$ cat src/rtl/peripheral_wb_burst_tracker.sv
// rtl/peripheral_wb_burst_tracker.sv - Wishbone B3 classic/burst acknowledge and beat address tracker
module peripheral_wb_burst_tracker #(
  parameter int AW = 32,
  parameter int DW = 32,
  parameter int CW = 8
) (
  input  logic          wb_clk_i,
  input  logic          wb_rst_i,
  input  logic          wb_cyc_i,
  input  logic          wb_stb_i,
  input  logic [AW-1:0] wb_adr_i,
  input  logic [2:0]    wb_cti_i,
  input  logic [1:0]    wb_bte_i,
  output logic          wb_ack_o,
  output logic          wb_err_o,
  output logic [AW-1:0] adr_o,
  output logic          burst_o,
  output logic          last_o,
  output logic [CW-1:0] beat_cnt_o
);

  localparam int SHIFT = $clog2(DW / 8);
  localparam int WW    = AW - SHIFT;

  typedef enum logic [1:0] {IDLE, CLASSIC, BURST} state_t;

  state_t        state;
  logic [WW-1:0] word_q;
  logic          incr_q;
  logic [1:0]    bte_q;

  logic          req;
  logic          cti_end;
  logic          cti_burst;
  logic          cti_bad;
  logic [WW-1:0] word_in;
  logic [WW-1:0] word_next;
  logic [CW-1:0] cnt_next;

  assign req       = wb_cyc_i & wb_stb_i;
  assign cti_end   = (wb_cti_i == 3'b000) | (wb_cti_i == 3'b111);
  assign cti_burst = (wb_cti_i == 3'b001) | (wb_cti_i == 3'b010);
  assign cti_bad   = ~cti_end & ~cti_burst;
  assign word_in   = WW'(wb_adr_i >> SHIFT);

  // Wrapping bursts only roll the low word-address bits; the block base stays put.
  function automatic logic [WW-1:0] advance(input logic [WW-1:0] w,
                                            input logic          incr,
                                            input logic [1:0]    bte);
    logic [WW-1:0] inc;
    inc = w + WW'(1);
    if (!incr) begin
      advance = w;
    end else begin
      case (bte)
        2'd0:    advance = inc;
        2'd1:    advance = {w[WW-1:2], inc[1:0]};
        2'd2:    advance = {w[WW-1:3], inc[2:0]};
        default: advance = {w[WW-1:4], inc[3:0]};
      endcase
    end
  endfunction

  assign word_next = advance(word_q, incr_q, bte_q);
  assign cnt_next  = (beat_cnt_o == {CW{1'b1}}) ? beat_cnt_o : beat_cnt_o + CW'(1);
  assign adr_o     = AW'(word_q) << SHIFT;

  always_ff @(posedge wb_clk_i) begin
    if (wb_rst_i) begin
      state      <= IDLE;
      wb_ack_o   <= 1'b0;
      wb_err_o   <= 1'b0;
      burst_o    <= 1'b0;
      last_o     <= 1'b0;
      word_q     <= '0;
      beat_cnt_o <= '0;
      incr_q     <= 1'b0;
      bte_q      <= 2'd0;
    end else begin
      wb_ack_o <= 1'b0;
      wb_err_o <= 1'b0;
      last_o   <= 1'b0;
      case (state)
        IDLE: begin
          burst_o <= 1'b0;
          // The cycle after an error pulse is a forced gap, like after a classic ack.
          if (req && !wb_err_o) begin
            if (cti_end) begin
              state      <= CLASSIC;
              word_q     <= word_in;
              wb_ack_o   <= 1'b1;
              last_o     <= 1'b1;
              beat_cnt_o <= CW'(1);
            end else if (cti_burst) begin
              state      <= BURST;
              burst_o    <= 1'b1;
              word_q     <= word_in;
              wb_ack_o   <= 1'b1;
              beat_cnt_o <= CW'(1);
              incr_q     <= wb_cti_i[1];
              bte_q      <= wb_bte_i;
            end else begin
              wb_err_o <= 1'b1;
            end
          end
        end
        CLASSIC: begin
          state   <= IDLE;
          burst_o <= 1'b0;
        end
        BURST: begin
          if (!wb_cyc_i || last_o) begin
            state   <= IDLE;
            burst_o <= 1'b0;
          end else if (wb_stb_i) begin
            if (cti_bad) begin
              state    <= IDLE;
              burst_o  <= 1'b0;
              wb_err_o <= 1'b1;
            end else begin
              wb_ack_o   <= 1'b1;
              last_o     <= cti_end;
              word_q     <= word_next;
              beat_cnt_o <= cnt_next;
            end
          end
        end
        default: begin
          state   <= IDLE;
          burst_o <= 1'b0;
        end
      endcase
    end
  end

endmodule

$ cat config.mk
export PLATFORM = sky130hd
export DESIGN_NAME = peripheral_wb_burst_tracker
export DESIGN_NICKNAME = d
export VERILOG_FILES = /design/src/rtl/peripheral_wb_burst_tracker.sv
export SDC_FILE = /design/constraint.sdc
export NUM_CORES = 1
export LEC_CHECK = 0
export CAP_MARGIN = 10
export CORE_AREA = 2 2 78 80
export DETAILED_ROUTE_END_ITERATION = 6
export DIE_AREA = 0 0 80 82
export HOLD_SLACK_MARGIN = 0.15
export PLACE_DENSITY = 0.84
export REMOVE_ABC_BUFFERS = 1
export SLEW_MARGIN = 10
export SYNTH_ARGS = -nofsm -noshare
export SYNTH_HDL_FRONTEND = slang
export SYNTH_SLANG_ARGS = --single-unit
$ cat constraint.sdc
create_clock -name wb_clk_i -period 5.59 [get_ports wb_clk_i]
set_input_delay 0.559 -clock wb_clk_i [delete_from_list [all_inputs] [get_ports wb_clk_i]]
set_output_delay 0.559 -clock wb_clk_i [all_outputs]
set_load 0.005 [all_outputs]
==> qor.yml, run 1 <==
run_status:
  status: "complete, no violations"
floorplanning:
  rows: 28
  core_mm2: 0.00575
  start_util_pct: 49.7
  dieWidth_um: 80
  pin_count: 85
  dieArea_mm2: 0.00656
  die_y_um: 82
yosys:
  synth_top_area_cell: "dfxtp_1"
  synth-seq-cells: 47
  ys_top_cells_by_area: "dfxtp_1, a21oi_1, nand2_1"
  synth_top_area_share_pct: 33.0
  syn_inst: 367
  async_reset_ff_share_pct: 0
  avgSynthCellArea_um2: 7.78
  synth-edff-count: 0
  synth_seq_area_share_pct: 33.0
  netlist_area_mm2: 0.00286
  yosysWarningCount: 0
  synth_top_flop_cell: "dfxtp_1"
  synth_cell_types: 69
worst_setup_path:
  crit_arrival_ns: 3.20
  critPathTopFamily: "simple AND/OR/NAND/NOR gates"
  end_kind: "flip-flop"
  crit_fanout: 23
  crit_type: "in2reg"
  slowest_stage: "nand2_1"
  critPathRequiredTime_ns: 5.83
  critPathBufInv: 1
  max_stage_delay_ns: 0.60
  start_kind: "input pin"
  cp_cell_sequence: "clkdlybuf4s50_1 > a21bo_2 > and4_1 > nand2_1 > nor2_1 > a22o_1"
global_route:
  grt_max_degree: 53
  grt_pass1_vias: 2692
  grt_antenna_before_repair: 0
  grt_overflow: 0
  track_usage_pct: 23.7
  grt_pass1_wl_mm: 12.6
place:
  gp_congestion: 0.920
  port_buffers: 80
  post-dp-hpwl_mm: 5.54
  dp_slack_ns: 2.38
clocking:
  numCtsBuffers: 5
  clk_latency_ns: 0.29
  clk_pin_slew_worst_paths_ns: 0.09
  cts_buffer_depth: 2
  cts_tree: "yes"
  cts_sinks: 47
  ctsResizeCount: 0
  hold_buffers: 0
  cts_setup_buffers: 0
  cts-root-buf: "clkbuf_8"
  htree_levels: 2
detailed_routing:
  wirelength_mm: 8.06
  vias: 3127
  ant_nets: 0
  drtIter0Drc: 251
  drt-vias-per-instance: 6.16
  drtPass1Iterations: 5
  avgRoutedWirePerCell_um: 15.9
  drc: 0
timing:
  fin_ws_ns: 2.63
  slew_headroom_pct: 33.6
  tightest_slew_ns: 0.987
  tns_ns: 0
  drv_slew: 0
  setup-violations-final: 0
  rsz0062_at_grt: "false"
  clock.fmax_mhz: 338
  finalCritPeriodShare_pct: 53.0
  final.setup_skew_ns: 0.00725
  finalHoldViolCount: 0
  min_period_ns: 2.96
cells_and_area:
  fill_cells: 532
  most-common-layout-cells: "clkdlybuf4s50_1, dfxtp_1, nand2_1"
  antenna_cells: 0
  drive_above_1_share_pct: 7.39
  nets: 475
  area_growth_pct: 33.1
  final_common_cell: "clkdlybuf4s50_1"
pwr:
  powerDensity_mw_per_mm2: 205
  worst_ir_drop_vdd_v: 0.000176
  total_leakage_power_uw: 0.00131
worst_hold_path:
  hold_path.class: "reg2reg"
job:
  drv_cap: 0
through the flow:
| stage | utilization [%] | hold WS, ns | cell area [µm²] | power (µW) | instances |
|---|---|---|---|---|---|
| final | 66.1 | 0.498 | 3800 | 778 | 508 |
| after CTS | 66.1 | 0.504 | 3800 | 778 | 508 |
| after global placement | 63.8 | 0.470 | 3670 | 486 | 500 |
| after global routing | 66.1 | 0.534 | 3800 | 806 | 508 |
| after detailed placement | 63.8 | 0.490 | 3670 | 489 | 500 |
| after floorplan | - | 0.466 | 2740 | 418 | 341 |
kinds of logic after synthesis:
family | after synthesis | synth area share (%)
fa+ha+maj | 2 | 0.876
mux | 8 | 2.98
flops | 47 | 33.0
buf+inv | 33 | 5.00
compound gates | 113 | 26.2
xor+xnor | 2 | 0.614
simple gates | 161 | 31.2
other cells | 1 | 0.131
routing by layer:
metal  GRT usage, %  routed length, µm  vias up  part of all wire, %
li1               -                  -     1517                    -
met1           30.8               3560     1469                   44
met3           4.62                526       18                  6.5
met5              0                  0        -                    0
met4           5.93                139        0                  1.7
met2           40.5               3840      123                   48
tightest hold or removal path, delay by kind of cell, from the launching register on:
family,cells,cell delay (ns)
flip-flops,1,0.34
AO/OA/AOI/OAI,1,0.05
AND/OR/NAND/NOR,1,0.06
final cells by class:
class                           count  area, µm²  area share, %
Sequential cell                    47        941           24.8
Tap cell                           75       93.8           2.47
Timing Repair Buffer               84        831           21.9
Multi-Input combinational cell    288       1780           46.8
Clock inverter                      2       60.1           1.58
Inverter                            6       22.5          0.593
Clock buffer                        6       72.6           1.91
cells in the mapped netlist (6+ instances only):
library cell	n
a21oi_1	31
a31oi_1	7
and3_1	9
clkbuf_1	16
dfxtp_1	47
inv_1	6
mux2i_1	6
nand2_1	38
nand3_1	17
nand4_1	10
nor2_1	36
nor3_1	8
o21ai_0	27
o31ai_1	6
worst paths after layout:
kind                       from       endpoint  slack, ns  cells after the start
setup / recovery    wb_cti_i[1]     word_q[24]       2.63                      6
hold / removal    beat_cnt_o[1]  beat_cnt_o[1]       0.50                      2
setup reg to reg       state[1]     word_q[24]       2.89                      5
hold reg to reg   beat_cnt_o[1]  beat_cnt_o[1]       0.50                      2
flip-flops by register name, summed over array words and instances, names as in the netlist:
signal,flops
wb_ack_o,1
beat_cnt_o,8
bte_q,2
word_q,30
wb_err_o,1
incr_q,1
state,2
burst_o,1
last_o,1
where the power goes:
| part | switching [µW] | internal (µW) |
|---|---|---|
| logic | 51.6 | 66.5 |
| registers | 17.7 | 347 |
| clock network | 116 | 179 |
Power figures use the tool's default switching activity.
==> run 2, diff against run 1 <==
CORE_AREA = 2 2 85 87   (was 2 2 78 80)
DIE_AREA = 0 0 87 89   (was 0 0 80 82)
PLACE_DENSITY = 0.75   (was 0.84)
clock period = 2.55 ns   (was 5.59 ns; I/O delays follow)
==> run 2 against run 1 <==
Power up 100%. Clock power up 75%. Sequential share of layout area down 0.53 points. Clock skew down 0.0025 ns. Largest cell class unchanged. Critical path type is now reg2reg. Register-to-register slack worse by 2.5 ns. Die area up 18%. Sequential power up 120%. Largest power group unchanged.
==> qor.yml, run 2 (synthesis results as in run 1) <==
run_status:
  status: "complete, no violations"
timing:
  tightest_slew_ns: 0.728  # -0.259 ns
  slew_headroom_pct: 51.4  # +18 points
  clock.fmax_mhz: 464
  drv_slew: 0  # unchanged
  rsz0062_at_grt: "false"
  min_period_ns: 2.16
  setup-violations-final: 0  # unchanged
  finalHoldViolCount: 0  # unchanged
  tns_ns: 0  # unchanged
  finalCritPeriodShare_pct: 84.6
  final.setup_skew_ns: 0.00477  # -0.00249 ns
place:
  place_area_mm2: 0.00378  # +3.2%
  port_buffers: 80  # unchanged
  post-dp-hpwl_mm: 6.25  # +13%
  gp_congestion: 0.875  # -4.9%
cells_and_area:
  largest_reg_flops: 30  # unchanged
  antenna_cells: 0  # unchanged
  nets: 488  # +2.7%
  top_register: "word_q"
  most-common-layout-cells: "clkdlybuf4s50_1, dfxtp_1, nand2_1"
  final_common_cell: "clkdlybuf4s50_1"
  fin_area_mm2: 0.00388  # +2.2%
  area_growth_pct: 36.0
  reg.largest.list: "word_q: 30 flops, beat_cnt_o: 8 flops"
  drive_above_1_share_pct: 10.1  # +2.7 points
detailed_routing:
  drtPass1Iterations: 5  # unchanged
  ant_nets: 0  # unchanged
  avgRoutedWirePerCell_um: 16.5  # +3.9%
  drc: 0  # unchanged
  drtIter0Drc: 195  # -22%
  drt-vias-per-instance: 6.09  # -1.0%
  vias: 3205  # +2.5%
  wirelength_mm: 8.67  # +7.6%
floorplanning:
  die_y_um: 89  # +8.5%
  dieWidth_um: 87  # +8.8%
  rows: 30  # +7.1%
  dieArea_mm2: 0.00774  # +18%
  pin_count: 85  # unchanged
  core_mm2: 0.00672  # +17%
  start_util_pct: 42.5  # -7.2 points
worst_setup_path:
  cp_common_cell: "nand4_1"
  start_kind: "flip-flop"
  crit_type: "reg2reg"
  cp-startpoint: "word_q[0]"
  critPathRequiredTime_ns: 2.80  # -3.03 ns
  reg2reg_depth: 7  # +2
  end_kind: "flip-flop"
  crit_fanout: 12  # -48%
  r2r-start: "word_q[0]"
  reg2reg_slack_ns: 0.39  # -2.50 ns
  regToRegEndpoint: "word_q[24]"
  slowest_stage: "dfxtp_1"
  crit_arrival_ns: 2.41  # -0.79 ns
  max_stage_delay_ns: 0.51  # -0.09 ns
  cp_cell_sequence: "ha_1 > nand4_1 > nor4_2 > buf_4 > nand4_1 > o31ai_1 > a22o_1"
  endpoint: "word_q[24]"
clocking:
  clk_latency_ns: 0.31  # +0.02 ns
  cts_setup_buffers: 0  # unchanged
  cts-root-buf: "clkbuf_8"
  cts_tree: "yes"
  numCtsBuffers: 5  # unchanged
  ctsResizeCount: 0  # unchanged
  clk_pin_slew_worst_paths_ns: 0.09  # about the same
  cts_buffer_depth: 2  # unchanged
  cts_sinks: 47  # unchanged
  htree_levels: 2  # unchanged
  hold_buffers: 0  # unchanged
global_route:
  grt_max_degree: 24  # -55%
  track_usage_pct: 21.9  # -1.8 points
  grt_overflow: 0  # unchanged
  grt_pass1_wl_mm: 13.6  # +7.7%
  grt_antenna_before_repair: 0  # unchanged
  grt_pass1_vias: 2904  # +7.9%
job:
  drv_cap: 0  # unchanged
pwr:
  worst_ir_drop_vdd_v: 0.000188  # +6.7%
  total_leakage_power_uw: 0.00136  # +4.2%
  total_power_uw: 1590  # +100%
  powerDensity_mw_per_mm2: 409  # +100%
worst_hold_path:
  hold_path.class: "reg2reg"
-- run 2: cell count changes in the layout (fill, tap and decap cells not counted), sizes merged --
cell and change:
buf +13, bufinv -2, clkbuf +2
-- run 2: power breakdown --
part	total [µW]	switching (µW)	leakage [µW]	internal, µW
clock	515	267	0.0000515	248
sequential	800	39.4	0.000382	761
combinational	274	117	0.000930	156
total	1590	423	0.00136	1160
-- run 2: worst max-delay path, delay by kind of cell, from the launching register on --
kind | cells | cell delay, ns
buf+inv | 1 | 0.23
simple gates | 3 | 0.58
flops | 1 | 0.51
compound gates | 2 | 0.49
fa+ha+maj | 1 | 0.29
-- run 2: per-stage QoR --
step                      setup slack [ns]  cells  hold slack, ns  utilization (%)
after floorplan                    -0.0941    341           0.324                -
after global placement               0.275    518           0.477             56.3
after detailed placement             0.253    518           0.478             56.3
after CTS                            0.451    526           0.505             57.8
after global routing                 0.303    526           0.526             57.8
final                                0.394    526           0.506             57.8
-- run 2: cell type report --
cell class | instances | area (µm²)
inverter | 6 | 22.5
tap | 80 | 100
multi-input combinational | 288 | 1780
fill | 638 | 2840
sequential | 47 | 941
timing repair buffer | 97 | 941
clock buffer | 8 | 100
-- run 2: layer usage --
layer	GRT usage (%)	vias to the layer above	part of all wire [%]
met5	0	-	0
met4	9.80	0	2.1
met3	4.52	18	8.0
met2	35.6	147	47
met1	28.2	1497	43
li1	-	1543	-
-- run 2: worst min-delay path by stage --
stage / end / cells past startpoint / from
6_report: burst_o / 2 / burst_o
2_1_floorplan: word_q[19] / 1 / wb_rst_i
3_3_place_gp: burst_o / 2 / burst_o
5_1_grt: word_q[0] / 3 / wb_adr_i[2]
4_1_cts: word_q[0] / 3 / wb_adr_i[2]
3_5_place_dp: burst_o / 2 / burst_o
==> run 3, diff against run 2 <==
clock period = 1.8 ns   (was 2.55 ns; I/O delays follow)
==> run 3 against run 2 <==
The flow now finishes with violations (negative setup slack). Sequential power grew 40%. Non-clock buffer count grew 70. Power grew 41%. Clock power grew 18%. Die area is the same. Via count grew 9.5%. Global-route usage grew 2.9 points. Cell count grew 13%. Fmax grew 9.7%. Critical endpoint is now word_q[23]. Largest cell class unchanged.
==> qor.yml, run 3 (synthesis results as in run 1) <==
global_route:
  grt_pass1_vias: 3348  # +15%
  grt_antenna_before_repair: 0  # unchanged
  grt_overflow: 0  # unchanged
  grt_pass1_wl_mm: 15.4  # +14%
  grt_max_degree: 24  # unchanged
  track_usage_pct: 24.8  # +2.9 points
cells_and_area:
  fin_area_mm2: 0.00459  # +18%
  most-common-layout-cells: "clkdlybuf4s50_1, buf_4, dfxtp_1"
  multiInputGateArea_mm2: 0.00192  # +7.7%
  final_common_cell: "clkdlybuf4s50_1"
  fill_cells: 537  # -16%
  finish.utilization_pct: 68.3  # +10 points
  seq_area_um2: 958  # +1.9%
  top_register: "word_q"
  largest_reg_flops: 30  # unchanged
  area_growth_pct: 60.6
  antenna_cells: 0  # unchanged
  drive_above_1_share_pct: 27.8  # +18 points
  reg.largest.list: "word_q: 30 flops, beat_cnt_o: 8 flops"
  nets: 558  # +14%
timing:
  fin_ws_ns: -0.165  # -0.559 ns
  finalCritPeriodShare_pct: 109  # +25 points
  rsz0062_at_grt: "true"
  min_period_ns: 1.97  # -0.191 ns
  final.setup_skew_ns: 0.00874  # +0.00398 ns
  drv_slew: 0  # unchanged
  setup-violations-final: 15  # +15
  clock.fmax_mhz: 509  # +9.7%
  finalHoldViolCount: 0  # unchanged
clocking:
  htree_levels: 2  # unchanged
  clk_latency_ns: 0.30  # about the same
  hold_buffers: 0  # unchanged
  cts_tree: "yes"
  cts_sinks: 47  # unchanged
  clk_pin_slew_worst_paths_ns: 0.09  # about the same
  cts-root-buf: "clkbuf_8"
  numCtsBuffers: 5  # unchanged
  cts_buffer_depth: 2  # unchanged
detailed_routing:
  avgRoutedWirePerCell_um: 16.9  # +2.5%
  drc: 0  # unchanged
  wirelength_mm: 10.0  # +16%
  drtIter0Drc: 212  # +8.7%
  drtPass1Iterations: 5  # unchanged
  ant_nets: 0  # unchanged
  vias: 3509  # +9.5%
  drt-vias-per-instance: 5.91  # -3.0%
place:
  post-dp-hpwl_mm: 7.13  # +14%
  place_area_mm2: 0.00427  # +13%
  gp_congestion: 0.915  # +4.6%
  port_buffers: 80  # unchanged
floorplanning:
  dieWidth_um: 87  # unchanged
  dieArea_mm2: 0.00774  # unchanged
  pin_count: 85  # unchanged
  core_mm2: 0.00672  # unchanged
  start_util_pct: 42.5  # unchanged
  die_y_um: 89  # unchanged
  rows: 30  # unchanged
worst_hold_path:
  hold_path.class: "in2reg"
run_status:
  violations: "negative setup slack"
  status: "finished, violations left"
worst_setup_path:
  crit_fanout: 4  # -8
  critPathRequiredTime_ns: 2.04  # -0.76 ns
  start_kind: "flip-flop"
  crit_type: "reg2reg"
  end_kind: "flip-flop"
  crit_arrival_ns: 2.20  # -0.21 ns
job:
  drv_cap: 0  # unchanged
pwr:
  total_leakage_power_uw: 0.00177  # +30%
  worst_ir_drop_vdd_v: 0.000404  # +110%
  powerDensity_mw_per_mm2: 488  # +19%
run 3: cell count changes in the layout (fill, tap and decap cells not counted), sizes merged:
| cell | before | now |
|---|---|---|
| buf | 17 | 87 |
| clkbuf | 8 | 6 |
run 3: final cells by class:
type	count	share of cell area (%)
multi-input cells	288	41.8
well taps	80	2.18
inverters	6	0.491
repair buffers	167	33.1
clock buffers	6	1.58
flip-flops and latches	47	20.9
run 3: power by group:
group | leakage [µW] | internal, µW | switching [µW]
Sequential | 0.000386 | 1080 | 39.4
Clock | 0.0000371 | 260 | 348
Combinational | 0.00135 | 298 | 218
Total | 0.00177 | 1630 | 606
run 3: worst paths after layout:
kind | end | cells after the start | startpoint | slack (ns)
max | word_q[23] | 6 | state[1] | -0.17
min | word_q[0] | 3 | wb_adr_i[2] | 0.44
max reg2reg | word_q[23] | 6 | state[1] | -0.17
min reg2reg | beat_cnt_o[6] | 2 | beat_cnt_o[6] | 0.53
run 3: layer usage:
metal / track usage, % / vias up / part of all wire [%]
met5: 0 / - / 0
met4: 7.24 / 0 / 1.6
met3: 4.71 / 27 / 7.3
met2: 42.5 / 152 / 49
met1: 31.9 / 1653 / 42
li1: - / 1677 / -
run 3: metrics by stage:
| stage | worst slack (ns) | total power (µW) | std cells | TNS [ns] | hold WS (ns) |
|---|---|---|---|---|---|
| 2_1_floorplan | -0.844 | 1300 | 341 | -22.54 | 0.249 |
| 3_3_place_gp | -0.276 | 1610 | 580 | -4.34 | 0.475 |
| 3_5_place_dp | -0.380 | 1620 | 580 | -6.51 | 0.496 |
| 4_1_cts | -0.109 | 2200 | 587 | -0.546 | 0.446 |
| 5_1_grt | -0.261 | 2320 | 594 | -2.77 | 0.471 |
| 6_report | -0.165 | 2240 | 594 | -0.971 | 0.444 |
run 3: timing repair:
| action | 4_1_cts | 5_1_grt |
|---|---|---|
| endpoints found under the setup margin | 11 | 25 |
| gates resized for setup | 9 | 40 |
| pin swaps | 2 | 21 |
| buffers inserted | 1 | 7 |
run 3: worst max-delay path, stage by stage (launching register included):
cell and delay [ns]:
dfxtp_4 0.37, mux2i_2 0.25, buf_4 0.17, nand4_4 0.14, or3_4 0.36, or4_4 0.48, a31oi_1 0.13
